**config.mk**
```make
export PLATFORM = sky130hd
export DESIGN_NAME = ocl_axil_skid_slice
export DESIGN_NICKNAME = d
export VERILOG_FILES = /design/src/rtl/ocl_axil_pkg.sv /design/src/rtl/axil_skid_buf.sv /design/src/rtl/ocl_axil_skid_slice.sv
export SDC_FILE = /design/constraint.sdc
export NUM_CORES = 1
export LEC_CHECK = 0
export CORE_ASPECT_RATIO = 0.6
export CORE_MARGIN = 2
export CORE_UTILIZATION = 40
export CTS_BUF_LIST = sky130_fd_sc_hd__clkbuf_4 sky130_fd_sc_hd__clkbuf_8
export CTS_CLUSTER_DIAMETER = 100
export DETAILED_ROUTE_END_ITERATION = 12
export GPL_TIMING_DRIVEN = 1
export PLACE_DENSITY = 0.67
export SLEW_MARGIN = 0
export SYNTH_ARGS = -nofsm -noshare
export SYNTH_HDL_FRONTEND = slang
export SYNTH_SLANG_ARGS = --single-unit
```
**constraint.sdc**
```tcl
create_clock -name clk_main_a0 -period 4.7 [get_ports clk_main_a0]
set_input_delay 1.41 -clock clk_main_a0 [delete_from_list [all_inputs] [get_ports clk_main_a0]]
set_output_delay 1.41 -clock clk_main_a0 [all_outputs]
set_load 0.02 [all_outputs]
```
**src/rtl/ocl_axil_pkg.sv**
```systemverilog
// Shared definitions for the OCL AXI-Lite register slice and the register core.
package ocl_axil_pkg;

  // Default AXI-Lite widths.
  localparam int unsigned ADDR_W_DEF = 32;
  localparam int unsigned DATA_W_DEF = 32;

  // Occupancy of one skid channel: nothing held, output register only, or
  // output register plus skid register.
  typedef enum logic [1:0] {
    SKID_EMPTY = 2'd0,
    SKID_ONE   = 2'd1,
    SKID_TWO   = 2'd2
  } skid_state_e;

  // Response codes shared with the register core.
  localparam logic [1:0] RESP_OKAY   = 2'b00;
  localparam logic [1:0] RESP_SLVERR = 2'b10;

  // A channel can take a new beat unless both of its entries are occupied.
  function automatic logic skid_can_accept(input skid_state_e state);
    return (state != SKID_TWO);
  endfunction

  // A channel presents a beat whenever at least one entry is occupied.
  function automatic logic skid_has_beat(input skid_state_e state);
    return (state != SKID_EMPTY);
  endfunction

endpackage

```
**src/rtl/axil_skid_buf.sv**
```systemverilog
// Two-entry skid buffer for one valid/ready channel. Both in_ready_o and
// out_valid_o come straight from flops, so neither ready nor valid has a
// combinational path through this block.
module axil_skid_buf
  import ocl_axil_pkg::*;
#(
  parameter int unsigned WIDTH = 32
) (
  input  logic             clk_i,
  input  logic             rst_ni,
  input  logic             srst_i,
  input  logic             in_valid_i,
  input  logic [WIDTH-1:0] in_data_i,
  output logic             in_ready_o,
  output logic             out_valid_o,
  output logic [WIDTH-1:0] out_data_o,
  input  logic             out_ready_i
);

  skid_state_e      state_q;
  skid_state_e      state_d;
  logic             in_ready_q;
  logic             out_valid_q;
  logic [WIDTH-1:0] out_data_q;
  logic [WIDTH-1:0] out_data_d;
  logic [WIDTH-1:0] skid_data_q;
  logic [WIDTH-1:0] skid_data_d;
  logic             out_load_s;
  logic             skid_load_s;
  logic             accept_s;
  logic             drain_s;

  // A beat enters only against the registered ready, and leaves only while
  // the output register is presenting it.
  assign accept_s = in_valid_i & in_ready_q;
  assign drain_s  = out_valid_q & out_ready_i;

  // Next occupancy and which payload register (if any) loads this cycle.
  always_comb begin
    state_d     = state_q;
    out_data_d  = out_data_q;
    skid_data_d = skid_data_q;
    out_load_s  = 1'b0;
    skid_load_s = 1'b0;
    if (srst_i) begin
      state_d = SKID_EMPTY;
    end else begin
      case (state_q)
        SKID_EMPTY: begin
          if (accept_s) begin
            state_d    = SKID_ONE;
            out_load_s = 1'b1;
            out_data_d = in_data_i;
          end else begin
            state_d = SKID_EMPTY;
          end
        end
        SKID_ONE: begin
          if (accept_s && drain_s) begin
            // Old beat leaves while the new one takes its place.
            state_d    = SKID_ONE;
            out_load_s = 1'b1;
            out_data_d = in_data_i;
          end else if (accept_s) begin
            // Output is stalled: park the new beat behind it.
            state_d     = SKID_TWO;
            skid_load_s = 1'b1;
            skid_data_d = in_data_i;
          end else if (drain_s) begin
            state_d = SKID_EMPTY;
          end else begin
            state_d = SKID_ONE;
          end
        end
        SKID_TWO: begin
          // in_ready is already low here, so nothing new can arrive.
          if (drain_s) begin
            state_d    = SKID_ONE;
            out_load_s = 1'b1;
            out_data_d = skid_data_q;
          end else begin
            state_d = SKID_TWO;
          end
        end
        default: begin
          state_d = SKID_EMPTY;
        end
      endcase
    end
  end

  // Control flops: occupancy plus registered ready/valid derived from it.
  always_ff @(posedge clk_i or negedge rst_ni) begin
    if (!rst_ni) begin
      state_q     <= SKID_EMPTY;
      in_ready_q  <= 1'b0;
      out_valid_q <= 1'b0;
    end else begin
      state_q     <= state_d;
      in_ready_q  <= skid_can_accept(state_d);
      out_valid_q <= skid_has_beat(state_d);
    end
  end

  // Payload flops load only on an accepted beat or a skid-to-output move.
  always_ff @(posedge clk_i) begin
    if (out_load_s) begin
      out_data_q <= out_data_d;
    end
    if (skid_load_s) begin
      skid_data_q <= skid_data_d;
    end
  end

  assign in_ready_o  = in_ready_q;
  assign out_valid_o = out_valid_q;
  assign out_data_o  = out_data_q;

endmodule

```
**src/rtl/ocl_axil_skid_slice.sv**
```systemverilog
// Full AXI-Lite register slice between the OCL master and the register core.
// Every channel gets its own skid buffer; nothing is decoded or altered.
module ocl_axil_skid_slice
  import ocl_axil_pkg::*;
#(
  parameter int unsigned ADDR_W = ADDR_W_DEF,
  parameter int unsigned DATA_W = DATA_W_DEF
) (
  input  logic                clk_main_a0,
  input  logic                rst_main_n,
  // Slave side (from the OCL master)
  input  logic                s_axi_awvalid,
  input  logic [ADDR_W-1:0]   s_axi_awaddr,
  output logic                s_axi_awready,
  input  logic                s_axi_wvalid,
  input  logic [DATA_W-1:0]   s_axi_wdata,
  input  logic [DATA_W/8-1:0] s_axi_wstrb,
  output logic                s_axi_wready,
  output logic                s_axi_bvalid,
  output logic [1:0]          s_axi_bresp,
  input  logic                s_axi_bready,
  input  logic                s_axi_arvalid,
  input  logic [ADDR_W-1:0]   s_axi_araddr,
  output logic                s_axi_arready,
  output logic                s_axi_rvalid,
  output logic [DATA_W-1:0]   s_axi_rdata,
  output logic [1:0]          s_axi_rresp,
  input  logic                s_axi_rready,
  // Master side (toward the register core)
  output logic                m_axi_awvalid,
  output logic [ADDR_W-1:0]   m_axi_awaddr,
  input  logic                m_axi_awready,
  output logic                m_axi_wvalid,
  output logic [DATA_W-1:0]   m_axi_wdata,
  output logic [DATA_W/8-1:0] m_axi_wstrb,
  input  logic                m_axi_wready,
  input  logic                m_axi_bvalid,
  input  logic [1:0]          m_axi_bresp,
  output logic                m_axi_bready,
  output logic                m_axi_arvalid,
  output logic [ADDR_W-1:0]   m_axi_araddr,
  input  logic                m_axi_arready,
  input  logic                m_axi_rvalid,
  input  logic [DATA_W-1:0]   m_axi_rdata,
  input  logic [1:0]          m_axi_rresp,
  output logic                m_axi_rready
);

  localparam int unsigned W_PAY_W = DATA_W + DATA_W / 8;
  localparam int unsigned R_PAY_W = DATA_W + 2;

  logic [W_PAY_W-1:0] w_in_s;
  logic [W_PAY_W-1:0] w_out_s;
  logic [R_PAY_W-1:0] r_in_s;
  logic [R_PAY_W-1:0] r_out_s;

  // W and R carry two fields each; pack them into a single payload word.
  assign w_in_s                     = {s_axi_wdata, s_axi_wstrb};
  assign {m_axi_wdata, m_axi_wstrb} = w_out_s;
  assign r_in_s                     = {m_axi_rdata, m_axi_rresp};
  assign {s_axi_rdata, s_axi_rresp} = r_out_s;

  // Write address, master to core.
  axil_skid_buf #(.WIDTH(ADDR_W)) u_aw_buf (
    .clk_i       (clk_main_a0),
    .rst_ni      (rst_main_n),
    .srst_i      (1'b0),
    .in_valid_i  (s_axi_awvalid),
    .in_data_i   (s_axi_awaddr),
    .in_ready_o  (s_axi_awready),
    .out_valid_o (m_axi_awvalid),
    .out_data_o  (m_axi_awaddr),
    .out_ready_i (m_axi_awready)
  );

  // Write data, master to core.
  axil_skid_buf #(.WIDTH(W_PAY_W)) u_w_buf (
    .clk_i       (clk_main_a0),
    .rst_ni      (rst_main_n),
    .srst_i      (1'b0),
    .in_valid_i  (s_axi_wvalid),
    .in_data_i   (w_in_s),
    .in_ready_o  (s_axi_wready),
    .out_valid_o (m_axi_wvalid),
    .out_data_o  (w_out_s),
    .out_ready_i (m_axi_wready)
  );

  // Read address, master to core.
  axil_skid_buf #(.WIDTH(ADDR_W)) u_ar_buf (
    .clk_i       (clk_main_a0),
    .rst_ni      (rst_main_n),
    .srst_i      (1'b0),
    .in_valid_i  (s_axi_arvalid),
    .in_data_i   (s_axi_araddr),
    .in_ready_o  (s_axi_arready),
    .out_valid_o (m_axi_arvalid),
    .out_data_o  (m_axi_araddr),
    .out_ready_i (m_axi_arready)
  );

  // Write response, core back to master.
  axil_skid_buf #(.WIDTH(2)) u_b_buf (
    .clk_i       (clk_main_a0),
    .rst_ni      (rst_main_n),
    .srst_i      (1'b0),
    .in_valid_i  (m_axi_bvalid),
    .in_data_i   (m_axi_bresp),
    .in_ready_o  (m_axi_bready),
    .out_valid_o (s_axi_bvalid),
    .out_data_o  (s_axi_bresp),
    .out_ready_i (s_axi_bready)
  );

  // Read data, core back to master.
  axil_skid_buf #(.WIDTH(R_PAY_W)) u_r_buf (
    .clk_i       (clk_main_a0),
    .rst_ni      (rst_main_n),
    .srst_i      (1'b0),
    .in_valid_i  (m_axi_rvalid),
    .in_data_i   (r_in_s),
    .in_ready_o  (m_axi_rready),
    .out_valid_o (s_axi_rvalid),
    .out_data_o  (r_out_s),
    .out_ready_i (s_axi_rready)
  );

endmodule

```
==> metrics list, run 1 <==
- After routing, the total negative slack on setup checks comes to 0 ps.
* Total power draw: ~8.9 mW
- Summing the areas of all and, or, nand and nor instances in the mapped netlist gives 2.58% of the synthesized area.
- The number of gates resized after CTS was 0.
- Register area share after synthesis: 77.8%
- The count of buffers added on input and output ports is 293.
- Syn_area_per_cell: approximately 20 sq um
- After synthesis the cells add up to between 0.01 and 0.015 sq mm.
* CTS Hold Bufs: 0
- Areal power density over the cells: 577 mW/mm^2
- Per report_power, the clock group accounts for 23.3% of the total.
- After synthesis, the largest family of logic cells by area is multiplexers.
* Type of destination of the critical path: register
* 1st-iter DRT viols: 303
- # DRC: 0
* Endpoint required time on the critical path: 4930 ps
- The tightest min-delay check is of the reg2reg type.
- Global routing met3 resource utilization: slightly above 5%
* Internal Power: 6.20 mW
- Fin. Hold Viols: 0
* Fin. max-slew vios: 0
* Io pins: 294
- Cells after DPL: 1204
- The startpoint identified for the worst hold timing path is u_ar_buf.skid_data_q[24]$_DFFE_PP_.
- Grt met1 use: 23.7%
* Net count, final: between 1000 and 1500
* Clock insertion delay at the later pin of the skew report: 540 ps
* Number of antenna violations at the first check in global routing: 2
- Post-synthesis share of cell area spent on full adders, half adders and majority gates: 1.12%
- Global-route wire length before repair: 36.1 mm
- The synthesized netlist devotes 2.05% of its cell area to compound gates.
* CTS sink cnt: 292
* Worst hold stages: 1
- The tree is rooted in a clkbuf_8.
- Routability-driven placement finished with a final weighted congestion of about 0.75.
- Number of unique standard cell types used by synthesis: 25
- Most heavily used metal layer in global routing: met1
- Transition time at the pin with the least slew margin: 1130 ps
* Horiz. Die Dim: about 220 um
* Via count of the first global-routing pass: 6299
- Power spent charging and discharging nets: 2.69 mW
* Launch instance of the worst register-to-register path: u_w_buf.in_ready_o$_DFF_PN0_
- Entering global routing, the biggest net connects 39 pins.
* Hold path endpoint: u_ar_buf.out_data_o[24]$_DFFE_PP_
* Number of buffers on the longest clock path: 3
- Yosys printed 0 warnings.
* Via/cell ratio: 4.80
- TritonCTS created 43 clock buffers.
- Buffers added to address setup during post-CTS repair amount to 0.
* Number of cell instances on the worst register-to-register path: 6
- The routed design could run at a clock period as short as 3160 ps.
* Number of maximum-capacitance constraint violations: 0
- After legalization and detailed placement, the total HPWL measured 16.3 mm.
- Setup repair after global routing missed its margin: false
- Result of the run: completed
- Leakage Power: 5.43 nW
- Max-Slew Margin vs Limit: 24.5%
- First-pass DRT Iterations: 4
- Synthesis-to-finish area growth: 38.3%
* Largest driver fanout on the critical path: 31
- Total global routing track utilization: approximately 16%
- Number of H-tree levels: 2
* Post-DR wirelength/cell: 18.7 um
- TritonCTS built the clock tree.
- Combinational logic is responsible for 32.4% of the overall power.
* Post-synthesis mux area share: 14.6%
- Floorplan die height: 133 um
- The endpoint identified for the worst register-to-register timing path is u_w_buf.out_data_o[8]$_DFFE_PP_.
- Once the floorplan was initialized, standard cells occupied 40.6% of the core.
- Number of setup violations in the final report: 0
- Site Rows: 47
- Syn_nets: 702
* Total wire length: 24.0 mm
- The floorplan step defined a die boundary enclosing 0.0293 sq mm.
* CP Data Arrival Time: between 3000 and 4000 ps
- Switching part of the total power: 30.3%
* Maximum achievable frequency: 317 MHz
- Antenna-violating nets left: 0
- The synthesized netlist devotes 0% of its cell area to XOR and XNOR gates.
* Critical path start-end classification: in2reg
* Reg power frac: 44.3%
- Fill cells in the final layout number 2169.
- Clock skew on the completed layout was measured at 11.6 ps.
- Final Cycle Share: ~67%
- After clock tree synthesis, the clock-pin slew on the worst setup and hold paths is roughly 60 ps.
- The core region is around 0.027 sq mm.
- The worst setup path is launched from an input pin.
- Overall overflow remaining after global route: 0
* Worst reg-to-reg setup slack: 2510 ps
* FF+latch count, synth: 292
- After the flow finishes, the layout carries non-filler instances totaling 1279.
* Met2 usage: 23.3%
- The routed layout has 6142 vias.
* Number of instances in the synthesized netlist: 544
- Fraction of final layout cells sized beyond drive strength 1: 24.4%
* Highest ir drop seen on vdd: approximately 0.31 mV
power by group through the flow:
| stage | Clock, mW | Combinational (mW) | Sequential (mW) |
|---|---|---|---|
| 6_report | 2.07 | 2.89 | 3.94 |
| 5_1_grt | 2.26 | 3.07 | 4.00 |
| 4_1_cts | 2.15 | 2.92 | 3.95 |
| 3_5_place_dp | 0 | 2.91 | 3.98 |
| 3_3_place_gp | 0 | 2.88 | 3.98 |
| 2_1_floorplan | 0 | 1.06 | 4.54 |
critical path: stages:
cell	delay [ps]
clkdlybuf4s50_1	480
nand2_1	130
inv_1	110
ha_1	220
nand2_1	70
o211ai_1	660
buf_12	290
cells in the final DEF, fill, tap and decap left out, types with 15 or more instances in the layout:
| cell type | count |
|---|---|
| buf_4 | 15 |
| nand2_1 | 20 |
| clkbuf_4 | 16 |
| edfxtp_1 | 272 |
| clkbuf_8 | 47 |
| dfrtp_1 | 20 |
| clkdlybuf4s50_1 | 293 |
| mux2_4 | 26 |
| mux2_2 | 101 |
per-stage QoR:
step | util [%] | cell area, sq um | setup slack (ps) | hold WS [ps]
floorplan | - | 11200 | 68.2 | 508
global placement | 53.0 | 14500 | 1080 | 512
detailed placement | 53.0 | 14500 | 979 | 528
CTS | 56.1 | 15400 | 1590 | 540
global route | 56.1 | 15400 | 1440 | 555
finish | 56.1 | 15400 | 1540 | 535
flip-flops by register name, summed over array words and instances (netlist names), 2 cells and up:
register,count
u_r_buf.state_q,2
u_b_buf.skid_data_q,2
u_w_buf.out_data_o,36
u_ar_buf.skid_data_q,32
u_w_buf.skid_data_q,36
u_r_buf.skid_data_q,34
u_r_buf.out_data_o,34
u_w_buf.state_q,2
u_aw_buf.skid_data_q,32
u_aw_buf.state_q,2
u_ar_buf.state_q,2
u_b_buf.out_data_o,2
u_ar_buf.out_data_o,32
u_aw_buf.out_data_o,32
u_b_buf.state_q,2
how the worst max path moves through the flow:
stage | start | endpoint | slack (ps) | depth (start not counted)
final | s_axi_wvalid | u_w_buf.out_data_o[8]$_DFFE_PP_ | 1540 | 7
after floorplan | m_axi_rvalid | u_r_buf.skid_data_q[0]$_DFFE_PP_ | 70 | 5
after detailed placement | s_axi_wvalid | u_w_buf.out_data_o[8]$_DFFE_PP_ | 980 | 7
after CTS | s_axi_wvalid | u_w_buf.out_data_o[1]$_DFFE_PP_ | 1590 | 7
after global placement | s_axi_wvalid | u_w_buf.out_data_o[11]$_DFFE_PP_ | 1080 | 7
after global routing | s_axi_wvalid | u_w_buf.out_data_o[13]$_DFFE_PP_ | 1440 | 7
metal layers:
metal / vias up / part of all wire [%] / routed length, um
li1: 2834 / - / -
met1: 3035 / 47 / 11400
met2: 220 / 43 / 10300
met3: 49 / 7.5 / 1800
met4: 4 / 2.0 / 484
met5: - / 0.11 / 26
final cells by class:
cell class	instances	area (sq um)	area share (%)
clock inverters	11	98.8	0.641
clock buffers	63	767	4.98
flip-flops and latches	292	8670	56.2
inverters	10	37.5	0.244
diodes	1	2.50	0.0162
repair buffers	309	3070	19.9
multi-input cells	226	2310	15.0
well taps	367	459	2.98
Yosys cell counts, drive strengths merged:
| cell | instances | share of area, % |
|---|---|---|
| a21bo | 2 | 0.18 |
| a22oi | 5 | 0.34 |
| a2bb2oi | 2 | 0.16 |
| buf | 16 | 1.5 |
| dfrtp | 20 | 4.5 |
| edfxtp | 272 | 73 |
| ha | 10 | 1.1 |
| inv | 10 | 0.34 |
| mux2 | 136 | 15 |
| nand2 | 20 | 0.67 |
| nand2b | 3 | 0.17 |
| nand3b | 5 | 0.34 |
| nand4b | 5 | 0.39 |
| nand4bb | 5 | 0.51 |
| nor2 | 5 | 0.17 |
| nor2b | 2 | 0.11 |
| nor3 | 5 | 0.22 |
| o211ai | 10 | 0.67 |
| o21ai | 3 | 0.13 |
| o21bai | 5 | 0.34 |
| o22a | 3 | 0.24 |
logic make-up after synthesis:
group	Yosys count
AOI/OAI and AO/OA	30
adders and majority gates	10
buffers and inverters	26
DFF	292
muxes	136
and+or+nand+nor	50
Power figures use the tool's default switching activity.
==> run 2: changes to the inputs <==
- PLACE_DENSITY: 0.67 -> 0.69
- clock period: 4.7 -> 2.6 ns (I/O delays scaled with it)
==> metrics list, run 2 (same netlist as run 1, synthesis figures left out) <==
* Worst reg-to-reg setup slack: 840 ps (was 2510 ps)
- Io pins: 294 (unchanged)
- Largest driver fanout on the critical path: 3 (was 31)
- Top cell family by delay on the critical path: buffers and inverters (unchanged)
- 1st-iter DRT viols: 355 (was 303)
- Slowest stage cell, crit path: clkdlybuf4s50_1 (was o211ai_1)
- The arrival time of data at the critical path endpoint came to 1690 ps (was 3390 ps).
- Weighted congestion reported at the end of routability-driven placement: 0.744 (was 0.749)
- The post-synthesis to final-layout area growth was 41.1% (was 38.3%).
- The type of element capturing the critical path was a primary output (was register).
* Total wire length: 23.8 mm (was 24.0 mm)
- Fin. max-slew vios: 0 (unchanged)
- The remaining antenna violation count is 0 (unchanged).
* Horiz. Die Dim: 220 um (unchanged)
* Post-CTS sizing: 0 (unchanged)
- Post CTS Setup Buffer Count: 0 (unchanged)
- The overall track demand over capacity in global routing was 16.1% (was 16.2%).
- The start-to-end type of the worst setup path was reg2out (was in2reg).
* Leakage Power: 5.49 nW (was 5.43 nW)
* Effective utilization at floorplan: 40.6% (unchanged)
- Worst path cell trace: clkdlybuf4s50_1 (was clkdlybuf4s50_1 -> nand2_1 -> inv_1 -> ha_1 -> nand2_1 -> o211ai_1 -> buf_12)
- The placed cell area is 0.0149 sq mm (was 0.0145 sq mm).
- The number of rows created at floorplan was 47 (unchanged).
* Util after Layout: 57.3% (was 56.1%)
- For the finished layout, the period the worst path requires is 2470 ps.
- Setup repair after global routing missed its margin: false (unchanged)
- The clock tree root buffer cell is clkbuf_8 (unchanged).
- The required arrival time at the worst endpoint came to 1820 ps (was 4930 ps).
* Global-route wire length before repair: 36.2 mm (was 36.1 mm)
* Result of the run: completed (unchanged)
- Commonest non-fill, non-tap cell in the layout: clkdlybuf4s50_1 (unchanged)
* Via count of the first global-routing pass: 6273 (was 6299)
* TritonCTS clock tree: built (unchanged)
- Count of buffers from port buffering: 293 (unchanged)
* Number of H-tree levels: 2 (unchanged)
- Worst path max stage delay: 680 ps (was 660 ps)
- Number of setup violations in the final report: 0 (unchanged)
- The routed via count is 6089 (was 6142).
- Clock slew at the register clock pins of the worst setup and hold paths: 60 ps (about the same)
- The area of the die came to 0.0293 sq mm (unchanged).
- The y dimension of the die came to 133 um (unchanged).
- The routed length per placed instance came to 18.4 um (was 18.7 um).
* Final Cycle Share: 94.9%
- Areal power density over the cells: 1040 mW/mm^2 (was 577 mW/mm^2)
- Number of maximum-capacitance constraint violations: 0 (unchanged)
- Fraction of final layout cells sized beyond drive strength 1: 26.5% (was 24.4%)
- Most frequent cells in the layout: clkdlybuf4s50_1, edfxtp_1, mux2_2 (unchanged).
- The number of buffer and inverter stages on the critical path is 1 (was 3).
- Wire length on met3: 1.58 mm (was 1.80 mm)
- The routed length on met2 came to 10.7 mm (was 10.3 mm).
* Cell area after layout: 0.0157 sq mm (was 0.0154 sq mm)
- Number of buffers created by CTS: 43 (unchanged)
- The worst slew margin relative to its limit is 68.1% (was 24.5%).
* Highest ir drop seen on vdd: 0.557 mV (was 0.306 mV)
- Number of buffers on the longest clock path: 3 (unchanged)
* Via/cell ratio: 4.72 (was 4.80)
- The actual transition at the worst max-transition pin is 479 ps (was 1130 ps).
- The number of detailed-routing iterations run before antenna repair came to 4 (unchanged).
- The total congestion overflow is 0 (unchanged).
- Hold WC Path Type: reg2reg (unchanged)
- The highest metal layer with signal wires is met4 (was met5).
- Net count, final: 1046 (was 1040)
- Std-Cell Core Area: 0.0275 sq mm (unchanged)
- The initial antenna violation count came to 0 (was 2).
- # DRC: 0 (unchanged)
- The maximum number of pins on one net before global-route repair is 37 (was 39).
- The type of element launching the critical path was a register (was input pin).
* CTS sink cnt: 292 (unchanged)
- The hold buffer count at cts is 0 (unchanged).
* Layout Skew: 17.4 ps (was 11.6 ps)
- Post-detailed-placement half-perimeter wirelength: 16.0 mm (was 16.3 mm)
- Number of filler instances in the final layout: 2118 (was 2169)
- Maximum achievable frequency: 405 MHz
* Post-Route M1 WL: 11.2 mm (was 11.4 mm)
- The count of endpoints failing hold in the final timing report was 0 (unchanged).
- Clock insertion delay at the later pin of the skew report: 540 ps (about the same)
[run 2: cell count changes in the layout (fill, tap and decap cells not counted), sizes merged]
cell    before  now
buf         16   22
clkbuf      63   60
clkinv       9   17
[run 2: worst paths after layout]
check / startpoint / endpoint / depth (start not counted)
setup / recovery: u_w_buf.in_ready_o$_DFF_PN0_ / s_axi_wready / 1
hold / removal: u_ar_buf.skid_data_q[27]$_DFFE_PP_ / u_ar_buf.out_data_o[27]$_DFFE_PP_ / 1
setup reg to reg: u_aw_buf.state_q[0]$_DFF_PN0_ / u_aw_buf.out_data_o[12]$_DFFE_PP_ / 3
hold reg to reg: u_ar_buf.skid_data_q[27]$_DFFE_PP_ / u_ar_buf.out_data_o[27]$_DFFE_PP_ / 1
max in group asynchronous: rst_main_n / u_r_buf.state_q[0]$_DFF_PN0_ / 2
min in group asynchronous: rst_main_n / u_w_buf.out_valid_o$_DFF_PN0_ / 2
[run 2: where the power goes]
group	switching (mW)	leakage (nW)	internal [mW]	total, mW
registers	0.507	2.74	6.64	7.15
logic	2.81	2.29	2.65	5.45
clock network	1.67	0.457	2.03	3.70
[run 2: cell type report]
class	instances	area, sq um	area share, %
diodes	1	2.50	0.0159
repair buffers	315	3220	20.5
clock buffers	60	738	4.69
well taps	367	459	2.92
multi-input cells	226	2470	15.7
inverters	10	47.5	0.302
clock inverters	19	128	0.811
flip-flops and latches	292	8670	55.1
[run 2: metal layers]
metal	vias up	track usage (%)
met3	33	4.91
met5	-	0
li1	2844	-
met1	3020	23.8
met2	192	23.0
met4	0	4.69
[run 2: per-stage QoR]
stage / power [mW] / instances / hold slack, ps / setup WS (ps) / setup TNS [ps]
global placement: 12.7 / 1210 / 513 / 8.80 / 0
detailed placement: 12.7 / 1210 / 519 / -51.3 / -3730
CTS: 16.6 / 1289 / 535 / 51.8 / 0
global route: 17.1 / 1289 / 554 / 51.7 / 0
finish: 16.3 / 1290 / 531 / 134 / 0
floorplan: 10.2 / 544 / 484 / -703 / -106670
==> run 3: changes to the inputs <==
- SLEW_MARGIN: 0 -> default
==> results of run 3 <==
The final DEF is identical to that of run 2; final timing and power are the same.
